[config.mk]
export PLATFORM = sky130hd
export DESIGN_NAME = mem_wb_stage_reg
export DESIGN_NICKNAME = d
export VERILOG_FILES = /design/src/rtl/pipe_pkg.sv /design/src/rtl/pipe_skid_slot.sv /design/src/rtl/mem_wb_stage_reg.sv
export SDC_FILE = /design/constraint.sdc
export NUM_CORES = 1
export LEC_CHECK = 0
export ABC_CLOCK_PERIOD_IN_PS = 5720
export BUFFER_PORTS_ARGS = -buffer_cell sky130_fd_sc_hd__buf_2
export CAP_MARGIN = 10
export CORE_ASPECT_RATIO = 0.9
export CORE_UTILIZATION = 39
export CTS_CLUSTER_DIAMETER = 30
export DETAILED_ROUTE_END_ITERATION = 10
export HOLD_SLACK_MARGIN = 0.1
export PLACE_DENSITY_LB_ADDON = 0.1
export RECOVER_POWER = 50
export SYNTH_ARGS = -nofsm -noshare
export SYNTH_HDL_FRONTEND = slang
export SYNTH_HIERARCHICAL = 1
export SYNTH_SLANG_ARGS = --single-unit
[constraint.sdc]
create_clock -name clk -period 5.72 [get_ports clk]
set_input_delay 0.286 -clock clk [delete_from_list [all_inputs] [get_ports clk]]
set_output_delay 0.286 -clock clk [all_outputs]
set_load 0.02 [all_outputs]
[src/rtl/pipe_pkg.sv]
// Shared types and sizing helpers for the MEM->WB pipeline stage.
package pipe_pkg;

  localparam int PIPE_DATA_W = 32;
  localparam int PIPE_REG_W  = 5;

  // One MEM->WB entry, moved between slots as a single vector.
  typedef struct packed {
    logic                   regwrite;
    logic                   memtoreg;
    logic [PIPE_DATA_W-1:0] aluout;
    logic [PIPE_DATA_W-1:0] readdata;
    logic [PIPE_REG_W-1:0]  writereg;
    logic [PIPE_DATA_W-1:0] instr;
  } mem_wb_payload_t;

  // Flattened payload width for arbitrary data / register-index widths.
  function automatic int payload_w(input int data_w, input int reg_w);
    return 2 + 3 * data_w + reg_w;
  endfunction

endpackage

[src/rtl/pipe_skid_slot.sv]
// One pipeline storage slot: payload register plus valid bit.
// Priority: reset > clear > load > unload. Payload only changes on load.
module pipe_skid_slot #(
  parameter int W = 8
) (
  input  logic         clk,
  input  logic         rst_n,
  input  logic         clr_i,
  input  logic         load_i,
  input  logic         unload_i,
  input  logic [W-1:0] data_i,
  output logic         valid_o,
  output logic [W-1:0] data_o
);

  logic         valid_q, valid_d;
  logic [W-1:0] data_q, data_d;

  // Next-state: load wins over unload so a simultaneous refill keeps the slot full.
  always_comb begin
    valid_d = valid_q;
    data_d  = data_q;
    if (clr_i) begin
      valid_d = 1'b0;
    end else if (load_i) begin
      valid_d = 1'b1;
      data_d  = data_i;
    end else if (unload_i) begin
      valid_d = 1'b0;
    end
  end

  // Slot state register with synchronous active-low reset.
  always_ff @(posedge clk) begin
    if (!rst_n) begin
      valid_q <= 1'b0;
      data_q  <= '0;
    end else begin
      valid_q <= valid_d;
      data_q  <= data_d;
    end
  end

  assign valid_o = valid_q;
  assign data_o  = data_q;

endmodule

[src/rtl/mem_wb_stage_reg.sv]
// MEM->WB stage register with valid/ready handshake, flush, optional skid
// slot for full throughput under back-pressure, and a retired-entry counter.
module mem_wb_stage_reg
  import pipe_pkg::*;
#(
  parameter int DATA_W = PIPE_DATA_W,
  parameter int REG_W  = PIPE_REG_W,
  parameter int CNT_W  = 32,
  parameter int SKID   = 1
) (
  input  logic              clk,
  input  logic              rst_n,
  input  logic              flush,
  input  logic              in_valid,
  output logic              in_ready,
  input  logic              in_regwrite,
  input  logic              in_memtoreg,
  input  logic [DATA_W-1:0] in_aluout,
  input  logic [DATA_W-1:0] in_readdata,
  input  logic [REG_W-1:0]  in_writereg,
  input  logic [DATA_W-1:0] in_instr,
  output logic              out_valid,
  input  logic              out_ready,
  output logic              out_regwrite,
  output logic              out_memtoreg,
  output logic [DATA_W-1:0] out_aluout,
  output logic [DATA_W-1:0] out_readdata,
  output logic [REG_W-1:0]  out_writereg,
  output logic [DATA_W-1:0] out_instr,
  output logic [DATA_W-1:0] out_wbdata,
  output logic              retire_strobe,
  output logic [CNT_W-1:0]  retire_count
);

  localparam int PAY_W = payload_w(DATA_W, REG_W);

  logic [PAY_W-1:0] in_pay;
  logic [PAY_W-1:0] main_pay;
  logic [PAY_W-1:0] main_load_data;
  logic             main_valid;
  logic             main_load;
  logic             accept;
  logic             rel;
  logic             main_regwrite;

  assign in_pay = {in_regwrite, in_memtoreg, in_aluout, in_readdata, in_writereg, in_instr};

  assign accept = in_valid && in_ready;
  assign rel    = main_valid && out_ready;

  generate
    if (SKID != 0) begin : g_skid
      logic             skid_valid;
      logic [PAY_W-1:0] skid_pay;
      logic             skid_load;

      // Registered ready: only a full skid slot blocks upstream.
      assign in_ready = !skid_valid;

      // Main refills from skid first (FIFO order), otherwise from the input
      // when it is empty or being drained this cycle.
      assign main_load      = (accept && (!main_valid || rel)) || (rel && skid_valid);
      assign main_load_data = skid_valid ? skid_pay : in_pay;

      // Input lands in skid only while main is held by back-pressure.
      assign skid_load = accept && main_valid && !out_ready;

      pipe_skid_slot #(.W(PAY_W)) u_skid (
        .clk      (clk),
        .rst_n    (rst_n),
        .clr_i    (flush),
        .load_i   (skid_load),
        .unload_i (rel),
        .data_i   (in_pay),
        .valid_o  (skid_valid),
        .data_o   (skid_pay)
      );
    end else begin : g_noskid
      // Single entry: accept when empty or draining in the same cycle.
      assign in_ready       = !main_valid || out_ready;
      assign main_load      = accept;
      assign main_load_data = in_pay;
    end
  endgenerate

  pipe_skid_slot #(.W(PAY_W)) u_main (
    .clk      (clk),
    .rst_n    (rst_n),
    .clr_i    (flush),
    .load_i   (main_load),
    .unload_i (rel),
    .data_i   (main_load_data),
    .valid_o  (main_valid),
    .data_o   (main_pay)
  );

  assign {main_regwrite, out_memtoreg, out_aluout, out_readdata, out_writereg, out_instr} = main_pay;

  assign out_valid     = main_valid;
  // A bubble must never write the register file.
  assign out_regwrite  = main_regwrite && main_valid;
  assign out_wbdata    = out_memtoreg ? out_readdata : out_aluout;
  assign retire_strobe = main_valid && out_ready;

  logic [CNT_W-1:0] cnt_q, cnt_d;

  // Count releases; a release coinciding with flush is discarded, not retired.
  always_comb begin
    cnt_d = cnt_q;
    if (retire_strobe && !flush) begin
      cnt_d = cnt_q + 1'b1;
    end
  end

  // Retired-entry counter register; wraps naturally at 2^CNT_W.
  always_ff @(posedge clk) begin
    if (!rst_n) begin
      cnt_q <= '0;
    end else begin
      cnt_q <= cnt_d;
    end
  end

  assign retire_count = cnt_q;

endmodule

==> results.ini, run 1 <==
[run_status]
status=finished, violations left
violations=max-capacitance violations, max-slew violations

[cells_and_area]
fillers=2711
final-seq-area_mm2=0.00480
fin_nets=1699
utilization=0.551
multi_input_area_mm2=0.00608
drive_above_1_share=0.240
final_area_mm2=0.0160
areaGrowthSynthToFinish_pct=38.2

[placed_design]
io_buffers=277
finalWeightedCongestion=0.735
placed_area_mm2=0.0129
hpwl_mm=17.6

[synthesis]
syn-cell-area_mm2=0.0116
synth_compound_area_frac=0.00887
async_reset_ff_frac=0
syn_inst=1235
synth_top_family_by_area=multiplexers
synth_seq_cells=240
synth_mux_area_frac=0.311
syn_avg_cell_area_um2=9.37
synth-xor-area-share=0.0189
yosys.area_share.adder=0.00108
syn-num-nets=1344
yosys.area_share.simple=0.187
yosys_warnings=6
netlist-cell-type-count=36
yosysSeqAreaShare=0.415
synth-main-ff-cell=dfxtp_1
synth_edf_count=0

[detailed_routing]
drc_errors=0
avgRoutedWirePerCell_um=14.1
totalWireLength_mm=28.8
drt_first_pass_iters=4
final_antenna_net_count=0
num_vias=9427
via_per_inst=4.63
dr.first_iter.drc_count=357

[floorplanning]
row_count=59
start_util=0.399
die_area_mm2=0.0304
die_x_um=184
io_pins=278
die_y_um=165
core_area_mm2=0.0290

[clock_network]
postCtsSetupBuffers=0
cts_buffer_depth=3
h-tree-depth=2
cts_resized=0
clk_pin_slew_ps=50
cts_buffers=58
cts_tree=yes
cts.root.buffer_cell=clkbuf_16
clkSinkCount=240
ctsHoldBuffers=104
clk_latency_ps=540

[critical_path]
crit_chain=inv_1 -> and4_1 -> nor2b_1 -> clkbuf_2 -> mux2i_1
path_buf_inv=2
end_kind=register
crit_type=reg2reg
cp_top_family=flip-flops
crit_fanout=46
cpPeakStageDelay_ps=1840
cp.required_ps=6160
slowest_stage=dfxtp_1
crit_path_start_kind=register
critPathArrivalTime_ps=4280

[power]
power_density_mw_per_mm2=370
net-switching-power_mw=1.28
vdd_ir_drop_max_uv=211
sw_frac_of_total=0.216
power_frac_seq=0.298
p_int_mw=4.64
power_leakage_nw=6.40
p_clk_frac=0.628
p_comb_frac=0.074

[sta]
min_period_over_period=0.671
finalMaxSlewViolations=126
fin_skew_ps=13.8
setup_violations=0
slew_headroom=-0.506
fin_tns_setup_ps=0
grt_setup_unrepaired=no
worst_slew_pin_slew_ps=2260
fin_crit_ps=3840
finalHoldViolations=0
fmax_mhz=261

[hold_path]
hp-class=in2reg

[flow_run]
max_cap_viol_count=3

[grt]
grt_pass1_wl_mm=45.5
grt_max_degree=148
grt_pass1_vias=8889
grt_usage=0.184
grt_overflow=0
antenna_found_initial=0

[kinds of logic (layout without fill, tap and decap cells)]
logic type                 after synthesis  after routing
muxes                                  343            343
other                                    0              1
AOI/OAI and AO/OA                       15             15
and+or+nand+nor                        508            508
adders and majority gates                1              1
DFF                                    240            240
xor gates and xnor gates                25             25
buffers and inverters                  103            507
[cell usage after synthesis, types with 6 or more instances]
cell / number / share of area
nand2_1: 422 / 0.14
dfxtp_1: 240 / 0.42
mux2i_1: 208 / 0.18
mux2_2: 135 / 0.13
clkbuf_1: 32 / 0.010
buf_2: 29 / 0.013
and2_1: 27 / 0.015
buf_8: 16 / 0.021
xor2_1: 13 / 0.0098
xnor2_1: 12 / 0.0091
buf_4: 11 / 0.0071
nand4_1: 9 / 0.0049
nor3_1: 9 / 0.0039
inv_1: 8 / 0.0026
nand3_1: 8 / 0.0035
or3_1: 7 / 0.0038
and4_1: 6 / 0.0045
[cell type report]
type,instances,area share
Clock buffer,75,0.105
Sequential cell,240,0.301
Clock inverter,34,0.0355
Tap cell,396,0.0310
Timing Repair Buffer,390,0.146
Antenna cell,1,0.000157
Multi-Input combinational cell,892,0.380
Inverter,8,0.00188
[flip-flops by register name, indices dropped and copies added, names as in the netlist]
| signal | flops |
|---|---|
| g_skid.u_skid/data_o | 103 |
| g_skid.u_skid/valid_o | 1 |
| retire_count | 32 |
| u_main/data_o | 103 |
| u_main/valid_o | 1 |
[through the flow]
stage | worst slack (ps) | hold WS, ps | total power, mW | cells
6_report | 1880 | 224 | 5.92 | 2036
5_1_grt | 1520 | 215 | 6.15 | 2035
4_1_cts | 3170 | 198 | 6.01 | 2035
3_5_place_dp | 3190 | 443 | 2.19 | 1822
3_3_place_gp | 3260 | 438 | 2.18 | 1822
2_1_floorplan | 3750 | 428 | 2.06 | 1235
[path summary, 6_finish.rpt]
check	from	to	slack (ps)	cells after the start
worst max-delay path	g_skid.u_skid/valid_o	g_skid.u_skid/data_o[10]	1880	5
worst min-delay path	in_valid	g_skid.u_skid/valid_o	220	3
worst max register to register	g_skid.u_skid/valid_o	g_skid.u_skid/data_o[10]	1880	5
worst min register to register	g_skid.u_skid/data_o[47]	g_skid.u_skid/data_o[47]	450	2
[power groups by stage]
stage          registers (mW)  clock network (mW)  logic [mW]
3_3_place_gp             1.79                   0       0.390
6_report                 1.76                3.72       0.440
5_1_grt                  1.77                3.90       0.482
2_1_floorplan            1.82                   0       0.238
4_1_cts                  1.76                3.80       0.454
3_5_place_dp             1.79                   0       0.394
[layer usage]
layer,global-route usage,share of wire
met3,0.0461,0.059
met2,0.287,0.44
met5,0,0
met1,0.253,0.49
met4,0.0511,0.013
[tightest hold or removal path: cells and delay by family]
family / cells / cell delay [ps]
AO/OA/AOI/OAI: 1 / 160
buffers and inverters: 1 / 90
AND/OR/NAND/NOR: 1 / 200
[layout by cell type, fill, tap and decap left out, drive strengths merged, types with 2 or more instances in the layout]
cell type	n
buf	149
and4	6
clkinvlp	4
clkbuf	212
o211a	2
nand3	10
a21boi	6
mux2	135
clkinv	15
nand4	9
nor3	10
bufinv	15
and3	5
dlygate4sd3	104
dfxtp	240
nor2b	7
and2	27
nor4	3
nand2	422
mux2i	208
xnor2	12
or3	7
xor2	13
inv	8
o21ai	5
No activity file was read; power rests on OpenSTA's default activity.
==> run 2, diff against run 1 <==
Settings changed: ABC_AREA set to 1, ABC_CLOCK_PERIOD_IN_PS 5720 to 3400.
Clock period 5.72 ns to 3.4 ns, I/O delays scaled along.
==> run 2 against run 1 <==
The flow still finishes with violations (max-capacitance violations, max-slew violations). Power is 74% higher. Sequential cell count stayed put. Combinational power is 130% higher. Area after synthesis is 6.6% higher. Clock skew is 1.2 ps lower. First-iteration DRC count is 92% higher. Register-to-register slack worse by 1100 ps. Cell area is 6.0% higher.
==> results.ini, run 2 <==
[run_status]
status=finished, violations left  ; unchanged
violations=max-capacitance violations, max-slew violations  ; unchanged

[sta]
setup_violations=0  ; unchanged
grt_setup_unrepaired=no  ; unchanged
finalHoldViolations=0  ; unchanged
fin_tns_setup_ps=0  ; unchanged
worst_slew_pin_slew_ps=1720  ; was 2260 ps
setup_ws_ps=601  ; was 1880 ps
finalMaxSlewViolations=35  ; was 126
fin_crit_ps=2800
slew_headroom=-0.148  ; was -0.506
fmax_mhz=357
fin_skew_ps=12.7  ; was 13.8 ps
min_period_over_period=0.823

[floorplanning]
io_pins=278  ; unchanged
core_area_mm2=0.0310  ; was 0.0290 mm^2
row_count=61  ; was 59
die_area_mm2=0.0323  ; was 0.0304 mm^2
start_util=0.398  ; was 0.399
die_y_um=171  ; was 165 um
die_x_um=189  ; was 184 um

[power]
power_leakage_nw=8.45  ; was 6.40 nW
power_density_mw_per_mm2=607  ; was 370 mW/mm^2
vdd_ir_drop_max_uv=357  ; was 211 uV

[synthesis]
synth_top_area_cell=dfxtp_1  ; unchanged
synthTopCellsByCount=593 x nand2_1, 469 x nor2_1, 251 x inv_1  ; was 422 x nand2_1, 240 x dfxtp_1, 208 x mux2i_1
synth-main-ff-cell=dfxtp_1  ; unchanged
synth_top_area_share=0.390  ; was 0.415
synthTopCellsByArea=dfxtp_1 39%, nand2_1 18%, nor2_1 14%  ; was dfxtp_1 42%, mux2i_1 18%, nand2_1 14%
yosysSeqAreaShare=0.390  ; was 0.415
yosys_warnings=6  ; unchanged
synth_edf_count=0  ; unchanged
async_reset_ff_frac=0  ; unchanged
netlist-cell-type-count=32  ; was 36
syn-cell-area_mm2=0.0123  ; was 0.0116 mm^2
syn-num-nets=2123  ; was 1344
syn_avg_cell_area_um2=6.12  ; was 9.37 um^2
synth_seq_cells=240  ; unchanged
synth_most_common_cell=nand2_1  ; unchanged
syn_inst=2014  ; was 1235

[detailed_routing]
totalWireLength_mm=38.9  ; was 28.8 mm
via_per_inst=4.63  ; about the same
final_antenna_net_count=0  ; unchanged
num_vias=13000  ; was 9427
dr.first_iter.drc_count=686  ; was 357
avgRoutedWirePerCell_um=13.8  ; was 14.1 um
drc_errors=0  ; unchanged
drt_first_pass_iters=6  ; was 4

[grt]
grt_pass1_vias=12100  ; was 8889
grt_max_degree=105  ; was 148
grt_overflow=0  ; unchanged
antenna_found_initial=2  ; was 0
grt_pass1_wl_mm=62.1  ; was 45.5 mm
grt_usage=0.238  ; was 0.184

[critical_path]
crit_type=reg2out  ; was reg2reg
critPathArrivalTime_ps=2630  ; was 4280 ps
end_kind=output pin  ; was register
cp.required_ps=3230  ; was 6160 ps
crit_path_start_kind=register  ; unchanged
crit_fanout=34  ; was 46
ff2ff_setup_slack_ps=830  ; was 1880 ps

[flow_run]
max_cap_viol_count=1  ; was 3

[placed_design]
place_ws_ps=1170  ; was 3190 ps
place_inst=2592  ; was 1822
hpwl_mm=23.4  ; was 17.6 mm
io_buffers=277  ; unchanged
placed_area_mm2=0.0139  ; was 0.0129 mm^2
finalWeightedCongestion=0.875  ; was 0.735

[cells_and_area]
final_cells=2817  ; was 2036
layout_common_cells=596 x nand2_1, 477 x nor2_1, 251 x inv_1, 240 x dfxtp_1, 233 x nand3_1  ; was 422 x nand2_1, 240 x dfxtp_1, 208 x mux2i_1, 140 x clkbuf_1, 140 x buf_2
utilization=0.547  ; was 0.551
drive_above_1_share=0.130  ; was 0.240
areaGrowthSynthToFinish_pct=37.4  ; was 38.2%
layout_commonest_cell=nand2_1  ; unchanged
fin_nets=2465  ; was 1699
final_area_mm2=0.0170  ; was 0.0160 mm^2

[hold_path]
hp-class=in2reg  ; unchanged

[clock_network]
clkSinkCount=240  ; unchanged
clk_latency_ps=540  ; about the same
cts_buffers=67  ; was 58
cts_buffer_depth=3  ; unchanged
clk_pin_slew_ps=40  ; was 50 ps
cts_tree=yes  ; unchanged
h-tree-depth=3  ; was 2
cts.root.buffer_cell=clkbuf_16  ; unchanged

run 2: power breakdown:
| part | leakage, nW | internal [mW] | total, mW | switching, mW |
|---|---|---|---|---|
| clock | 1.13 | 4.49 | 6.27 | 1.78 |
| sequential | 1.95 | 2.93 | 3.03 | 0.0928 |
| combinational | 5.36 | 0.381 | 0.991 | 0.611 |
run 2: worst max-delay path, stage by stage, from the launching register on:
cell	delay [ps]
dfxtp_1	1470
mux2_2	460
buf_2	160
run 2: layer usage:
metal,GRT usage,wire [um]
met2,0.388,17600
met5,0,13
met3,0.0494,2410
met1,0.310,17900
met4,0.0852,932
run 2: final cells by class:
type	instances	area, um^2
diodes	1	2.50
multi-input cells	1396	5940
fillers	3210	14000
well taps	409	512
clock buffers	93	1920
flip-flops and latches	240	4800
inverters	256	966
clock inverters	27	365
repair buffers	395	2440
run 2: kinds of logic after synthesis:
kind of cell,count (synthesis),synth area share
and+or+nand+nor,1333,0.441
muxes,32,0.0292
AOI/OAI and AO/OA,28,0.0122
DFF,240,0.390
adders and majority gates,1,0.00101
xor gates and xnor gates,2,0.00142
buffers and inverters,378,0.125
run 2: path summary, 6_finish.rpt:
path	cells after the start	start	end
hold / removal	3	rst_n	g_skid.u_skid/data_o[9]
setup / recovery	2	u_main/data_o[101]	out_wbdata[30]
hold reg to reg	2	u_main/data_o[2]	u_main/data_o[2]
setup reg to reg	7	g_skid.u_skid/valid_o	g_skid.u_skid/data_o[24]
run 2: timing repair:
item | in CTS | in global routing
endpoints found under the hold margin | 205 | 0
setup buffers | 0 | 0
hold buffers | 104 | 0
gates resized for setup | 0 | 0
run 2: through the flow:
step / total power, mW / hold WS, ps
after floorplan: 3.66 / 353
after global placement: 3.98 / 459
after detailed placement: 3.98 / 468
after CTS: 10.4 / 135
after global routing: 10.7 / 151
final: 10.3 / 123
